--- src/rtl/evcnt_pkg.sv ---
// Shared types, constants and helpers for the event_counter_bcd block.
// Holds the BCD converter state encoding and the double-dabble digit correction.
package evcnt_pkg;

  typedef enum logic [1:0] {
    ST_IDLE  = 2'd0,
    ST_SHIFT = 2'd1,
    ST_DONE  = 2'd2
  } bcd_state_e;

  localparam int SYNC_STAGES = 2;

  // Double-dabble correction: a digit of 5 or more would overflow past 9 once doubled.
  function automatic logic [3:0] bcd_add3(input logic [3:0] digit);
    return (digit >= 4'd5) ? digit + 4'd3 : digit;
  endfunction

endpackage

--- src/rtl/dec_hex.sv ---
// BCD digit to seven-segment decoder for the lab board (segments active-low,
// bit order gfedcba). Non-decimal codes blank the digit.
module dec_hex (
  input  logic [3:0] i_bcd,
  output logic [6:0] o_hex
);

  always_comb begin
    unique case (i_bcd)
      4'd0:    o_hex = 7'b1000000;
      4'd1:    o_hex = 7'b1111001;
      4'd2:    o_hex = 7'b0100100;
      4'd3:    o_hex = 7'b0110000;
      4'd4:    o_hex = 7'b0011001;
      4'd5:    o_hex = 7'b0010010;
      4'd6:    o_hex = 7'b0000010;
      4'd7:    o_hex = 7'b1111000;
      4'd8:    o_hex = 7'b0000000;
      4'd9:    o_hex = 7'b0010000;
      default: o_hex = 7'b1111111;
    endcase
  end

endmodule

--- src/rtl/key_cond.sv ---
// Key conditioning for one active-low pushbutton: 2-flop synchroniser,
// stable-level debounce and a one-cycle pulse on each accepted press.
module key_cond
  import evcnt_pkg::*;
#(
  parameter int DEBOUNCE_CYC = 1_000_000
) (
  input  logic clk,
  input  logic rst_n,
  input  logic i_key_n,
  output logic o_press
);

  localparam int DB_W = (DEBOUNCE_CYC > 1) ? $clog2(DEBOUNCE_CYC) : 1;
  localparam logic [DB_W-1:0] DB_LAST = DB_W'(DEBOUNCE_CYC - 1);

  logic [SYNC_STAGES-1:0] r_sync;
  logic                   r_level;   // accepted level, 1 = released
  logic [DB_W-1:0]        r_db_cnt;
  logic                   r_press;
  logic                   w_sync_level;
  logic                   w_accept;

  assign w_sync_level = r_sync[SYNC_STAGES-1];
  assign w_accept     = (w_sync_level != r_level) && (r_db_cnt == DB_LAST);

  // NOTE: sequential state uses non-blocking assignments so every flop samples
  // pre-edge values; blocking here would collapse the synchroniser into one stage.
  always_ff @(posedge clk or negedge rst_n) begin
    if (!rst_n) begin
      r_sync   <= '1;
      r_level  <= 1'b1;
      r_db_cnt <= '0;
      r_press  <= 1'b0;
    end else begin
      r_sync  <= {r_sync[SYNC_STAGES-2:0], i_key_n};
      r_press <= w_accept && !w_sync_level;
      if (w_sync_level == r_level) begin
        r_db_cnt <= '0;
      end else if (w_accept) begin
        r_level  <= w_sync_level;
        r_db_cnt <= '0;
      end else begin
        r_db_cnt <= r_db_cnt + DB_W'(1);
      end
    end
  end

  assign o_press = r_press;

endmodule

--- src/rtl/event_counter_bcd.sv ---
// Debounced press counter modulo MAX_COUNT+1 with sequential binary-to-BCD display.
// Define EVCNT_DOWN_EN to add the key_dec_i decrement key and its cancel logic.
module event_counter_bcd
  import evcnt_pkg::*;
#(
  parameter int  SW_W         = 10,
  parameter int  MAX_COUNT    = 255,
  parameter int  DIGITS       = 3,
  parameter int  DEBOUNCE_CYC = 1_000_000,
  localparam int CNT_W        = $clog2(MAX_COUNT + 1)
) (
  input  logic                  clk100_i,
  input  logic                  reset,
  input  logic                  key_inc_i,
`ifdef EVCNT_DOWN_EN
  input  logic                  key_dec_i,
`endif
  input  logic [SW_W-1:0]       sw_i,
  output logic [SW_W-1:0]       ledr_o,
  output logic [CNT_W-1:0]      count_o,
  output logic [4*DIGITS-1:0]   bcd_o,
  output logic [7*DIGITS-1:0]   hex_o,
  output logic                  busy_o
);

  localparam int BCD_W = 4 * DIGITS;
  localparam int SC_W  = $clog2(CNT_W + 1);
  localparam logic [CNT_W-1:0] MAX_VAL = CNT_W'(MAX_COUNT);

  logic w_inc_press;
  logic w_step_up;
  logic w_step_dn;

  key_cond #(.DEBOUNCE_CYC(DEBOUNCE_CYC)) u_key_inc (
    .clk     (clk100_i),
    .rst_n   (reset),
    .i_key_n (key_inc_i),
    .o_press (w_inc_press)
  );

`ifdef EVCNT_DOWN_EN
  logic w_dec_press;

  key_cond #(.DEBOUNCE_CYC(DEBOUNCE_CYC)) u_key_dec (
    .clk     (clk100_i),
    .rst_n   (reset),
    .i_key_n (key_dec_i),
    .o_press (w_dec_press)
  );

  // Presses landing in the same cycle cancel each other out.
  assign w_step_up = w_inc_press & ~w_dec_press;
  assign w_step_dn = w_dec_press & ~w_inc_press;
`else
  assign w_step_up = w_inc_press;
  assign w_step_dn = 1'b0;
`endif

  logic [CNT_W-1:0] r_count;
  logic [SW_W-1:0]  r_ledr;
  logic             r_req;

  always_ff @(posedge clk100_i or negedge reset) begin
    if (!reset) begin
      r_count <= '0;
      r_ledr  <= '0;
      r_req   <= 1'b0;
    end else begin
      r_req <= w_step_up | w_step_dn;
      if (w_step_up) begin
        r_count <= (r_count == MAX_VAL) ? '0 : r_count + CNT_W'(1);
        r_ledr  <= sw_i;
      end else if (w_step_dn) begin
        r_count <= (r_count == '0) ? MAX_VAL : r_count - CNT_W'(1);
        r_ledr  <= sw_i;
      end
    end
  end

  // Double-dabble converter: shift the binary value MSB-first into the scratch BCD.
  bcd_state_e        r_state;
  bcd_state_e        w_state_nxt;
  logic [CNT_W-1:0]  r_bin;
  logic [BCD_W-1:0]  r_scratch;
  logic [SC_W-1:0]   r_shift_cnt;
  logic              r_pend;
  logic [BCD_W-1:0]  r_bcd;
  logic [BCD_W-1:0]  w_corrected;
  logic [BCD_W-1:0]  w_shifted;
  logic              w_load;
  logic              w_shift;
  logic              w_finish;

  always_comb begin
    w_corrected = '0;
    for (int d = 0; d < DIGITS; d++) begin
      w_corrected[4*d +: 4] = bcd_add3(r_scratch[4*d +: 4]);
    end
  end

  assign w_shifted = {w_corrected[BCD_W-2:0], r_bin[CNT_W-1]};

  // NOTE: every output of this block gets a default first so no path can infer a latch.
  always_comb begin
    w_state_nxt = r_state;
    w_load      = 1'b0;
    w_shift     = 1'b0;
    w_finish    = 1'b0;
    case (r_state)
      ST_IDLE: begin
        if (r_req) begin
          w_state_nxt = ST_SHIFT;
          w_load      = 1'b1;
        end
      end
      ST_SHIFT: begin
        w_shift = 1'b1;
        if (r_shift_cnt == SC_W'(1)) begin
          w_state_nxt = ST_DONE;
          w_finish    = 1'b1;
        end
      end
      ST_DONE: begin
        if (r_pend || r_req) begin
          w_state_nxt = ST_SHIFT;
          w_load      = 1'b1;
        end else begin
          w_state_nxt = ST_IDLE;
        end
      end
      default: w_state_nxt = ST_IDLE;
    endcase
  end

  always_ff @(posedge clk100_i or negedge reset) begin
    if (!reset) begin
      r_state     <= ST_IDLE;
      r_bin       <= '0;
      r_scratch   <= '0;
      r_shift_cnt <= '0;
      r_pend      <= 1'b0;
      r_bcd       <= '0;
    end else begin
      r_state <= w_state_nxt;
      if (w_load) begin
        r_bin       <= r_count;
        r_scratch   <= '0;
        r_shift_cnt <= SC_W'(CNT_W);
      end else if (w_shift) begin
        r_bin       <= r_bin << 1;
        r_scratch   <= w_shifted;
        r_shift_cnt <= r_shift_cnt - SC_W'(1);
      end
      if (w_finish) begin
        r_bcd <= w_shifted;
      end
      // A load always samples the latest count, so it absorbs any pending change.
      if (w_load) begin
        r_pend <= 1'b0;
      end else if (r_req) begin
        r_pend <= 1'b1;
      end
    end
  end

  for (genvar g = 0; g < DIGITS; g++) begin : g_digit
    dec_hex u_dec_hex (
      .i_bcd (r_bcd[4*g +: 4]),
      .o_hex (hex_o[7*g +: 7])
    );
  end

  assign count_o = r_count;
  assign ledr_o  = r_ledr;
  assign bcd_o   = r_bcd;
  assign busy_o  = (r_state != ST_IDLE);

endmodule

--- config.mk ---
export PLATFORM = sky130hd
export DESIGN_NAME = event_counter_bcd
export DESIGN_NICKNAME = d
export VERILOG_FILES = /design/src/rtl/evcnt_pkg.sv /design/src/rtl/dec_hex.sv /design/src/rtl/key_cond.sv /design/src/rtl/event_counter_bcd.sv
export SDC_FILE = /design/constraint.sdc
export NUM_CORES = 1
export LEC_CHECK = 0
export BUFFER_PORTS_ARGS = -buffer_cell sky130_fd_sc_hd__buf_2
export CELL_PAD_IN_SITES_DETAIL_PLACEMENT = 1
export CELL_PAD_IN_SITES_GLOBAL_PLACEMENT = 2
export CORE_MARGIN = 3
export CORE_UTILIZATION = 35
export DETAILED_ROUTE_END_ITERATION = 16
export PLACE_DENSITY = 0.85
export SYNTH_ARGS = -nofsm -noshare
export SYNTH_HDL_FRONTEND = slang
export SYNTH_SLANG_ARGS = --single-unit
--- constraint.sdc ---
create_clock -name clk100_i -period 2.1 [get_ports clk100_i]
set_input_delay 0.21 -clock clk100_i [delete_from_list [all_inputs] [get_ports clk100_i]]
set_output_delay 0.21 -clock clk100_i [all_outputs]
set_load 0.02 [all_outputs]
==> impl_results.md <==
- Initial Util: 36.6%
- Final setup violation count: 0
- Largest net degree at the start of global routing: 40
- Crit path launch type: flop
- Area of the core: 11700 um^2
- Routed WL per cell: 14.9 um
- Antenna violations before repair: 0
- Crit Path Category: flop to flop
- CTS tree: yes
- Mean Syn Cell Area: 9.47 um^2
- Worst skew pair latency: 340 ps
- Clock Skews: 9.01 ps
- Crit Path Max Fanout: 8
- Register area share after synthesis: 48.2%
- Multi-input logic area: 2070 um^2
- Placer Congestion: 0.770
- Initial detailed-routing violation count: 123
- Layout Area Growth over Synthesis: 22.4%
- Root Buffer: clkbuf_16
- Max Slew Vio Count: 0
- Worst path cell trace: nand3_2 > or4_1 > or4b_4 > a21oi_2
- Status: complete, no violations
- Worst hold-check path type: primary input to flop
- Count of different cell masters after synthesis: 44
- Total track usage: 16.1%
- Diodes inserted: 0
- Via count: 3530
- Synth top area share: 46.3%
- Fin crit period: 2000 ps
- DPL Wire Length: 7.22 mm
- Register Area: 2060 um^2
- Leakage: 0.00250 uW
- Largest area contributor in the netlist: dfrtp_1
- Pwr dens: 665 nW/um^2
- Final Hold Fails: 0
- Post-synth EDFFs: 0
- Slew HR: 47.5%
- Final-layout fill cell count: 1343
- Yosys reg bits: 82
- Crit. End Element: flop
- Final core utilization: 44.8%
- Drc violations: 0
- Syn Nets: 489
- Area of the die: 13600 um^2
- Synth warn: 0
- Gate Count Post-Synth: 451
- Height of the die: 116 um
- Final WL: 10.0 mm
- Peak VDD IR: 388 uV
- Vias in the first global route: 3718
- Fin Setup TNS: 0 ps
- DR vias/cell: 5.24
- Post-DRT Antenna Nets: 0
- Row Count: 39
- Critical Path Slowest Stage Cell: or4_1
- Fmax: 500 MHz
- WP data required: 2380 ps
- RSZ-0062 raised after global routing: no
- Maxcap violations: 0
- Global-route wire length before repair: 17.7 mm
- Clk pin slew, worst setup/hold paths: 70 ps
- Port buffer count: 64
- Total grt overflow: 0
- CP arrival: 2270 ps
- Share of cells above drive strength 1: 25.0%
- Synth Flop Type: dfrtp_1
- # clock sinks: 82
- Worst stage delay on the critical path: 660 ps
- Area contributors post-synth: dfrtp_1 46%, ha_1 7.3%, nand2_1 5.7%
- H-tree Lvls: 3
- Pre-antenna DRT Iters: 4
- TritonCTS Buffers: 9
- Final nets: 564
- Crit share post-route: 95.2%
- Post-Syn Area: 4270 um^2
- Ys async rst share: 100%
- Worst-Margin Slew: 784 ps
- IO Count: 65
- Maximum clock path buffer count: 2
- Die W: 116 um
-- stage by stage --
step / total power [uW] / setup slack [ps] / hold WS (ps) / instances / instance area [um^2]
2_1_floorplan: 1640 / 217 / -85.6 / 451 / 4270
3_5_place_dp: 1700 / 93.1 / 227 / 654 / 4830
5_1_grt: 3620 / 5.35 / 92.6 / 674 / 5220
4_1_cts: 3530 / 9.73 / 84.6 / 672 / 5200
6_report: 3470 / 101 / 99.1 / 674 / 5220
3_3_place_gp: 1690 / 145 / 225 / 654 / 4830
-- power by group --
group / switching (uW) / internal [uW] / total [uW]
Combinational: 45.5 / 25.4 / 71.0
Sequential: 7.37 / 1590 / 1600
Clock: 640 / 1170 / 1810
Total: 693 / 2780 / 3470
-- Yosys cell counts (2+ instances only) --
master,count
dfstp_2,3
xor2_1,8
or2_2,4
xnor2_1,16
a22oi_1,8
nand3_1,11
nor2_1,42
a31oi_1,6
buf_2,2
o22ai_1,10
or4_1,3
clkbuf_1,15
o21ai_0,34
a21oi_1,27
nand2_1,65
or3_2,3
o31ai_1,5
nor4_1,7
nor3b_1,3
ha_1,25
nor3_1,5
and3_1,4
and4_1,2
dfrtp_1,79
mux2_2,15
nand2b_1,9
inv_1,23
-- worst max-delay path: cells and delay by family (launching register included) --
| kind | cells | cell delay [ps] |
|---|---|---|
| AOI/OAI and AO/OA | 1 | 140 |
| and+or+nand+nor | 3 | 1370 |
| DFF | 1 | 430 |
-- area by class of cell --
class	count	area share (%)
inverters	24	1.72
flip-flops and latches	82	39.4
repair buffers	81	9.20
clock inverters	6	2.18
multi-input cells	328	39.7
well taps	143	3.43
clock buffers	10	4.38
-- cells in the final DEF, fill, tap and decap left out, types with 3 or more instances in the layout --
master	instances
a31oi_1	6
or3_2	3
o21ai_0	34
xnor2_1	16
nor3_1	5
o31ai_1	4
bufinv_16	3
a21oi_1	25
clkbuf_16	9
buf_4	14
a21oi_2	3
nor2_1	42
nand3_1	11
buf_2	63
or2_2	4
or4_1	3
dfstp_2	3
dfrtp_1	76
ha_1	25
dfrtp_2	3
nand2_1	64
nor3b_1	3
mux2_2	15
xor2_1	8
nand2b_1	9
inv_1	23
and3_1	4
a22oi_1	8
o22ai_1	10
nor4_1	7
-- sequential cells by signal, summed over array words and instances, names as in the netlist, 2 cells and up --
name                count
u_key_inc.r_sync        2
r_scratch              12
ledr_o                 10
bcd_o                  12
u_key_inc.r_db_cnt     20
r_shift_cnt             4
r_state                 2
count_o                 8
r_bin                   8
-- worst paths after layout --
kind                                  startpoint                endpoint  slack, ps  cells past startpoint
max                        u_key_inc.r_db_cnt[6]  u_key_inc.r_db_cnt[17]        100                      4
max reg2reg                u_key_inc.r_db_cnt[6]  u_key_inc.r_db_cnt[17]        100                      4
max in group asynchronous                  reset                r_bin[3]       1070                      3
min in group asynchronous                  reset   u_key_inc.r_db_cnt[1]        380                      2
min                                      sw_i[7]               ledr_o[7]        100                      2
min reg2reg                  u_key_inc.r_sync[0]     u_key_inc.r_sync[1]        360                      0
-- metal layers --
metal | share of wire [%] | GRT usage [%] | routed length, um
met5 | 0 | 0 | 0
met4 | 1.1 | 5.49 | 111
met1 | 44 | 19.7 | 4450
met3 | 4.2 | 3.52 | 425
met2 | 50 | 28.2 | 5040
-- what timing repair did --
item                                    in CTS  in global routing
resized for setup                            1                  5
hold buffers                                 2                  0
endpoints found under the hold margin       38                  0
buffers inserted                             0                  2
endpoints found under the setup margin       1                 18
-- cell families (layout without fill, tap and decap cells) --
| family | count (synthesis) | after routing | synth area share (%) |
|---|---|---|---|
| compound gates | 96 | 96 | 13.0 |
| fa+ha+maj | 25 | 25 | 7.33 |
| simple gates | 167 | 167 | 18.8 |
| xor+xnor | 24 | 24 | 4.92 |
| flops | 82 | 82 | 48.2 |
| buf+inv | 41 | 121 | 3.66 |
| mux | 16 | 16 | 4.19 |
No activity file was read; power rests on OpenSTA's default activity.
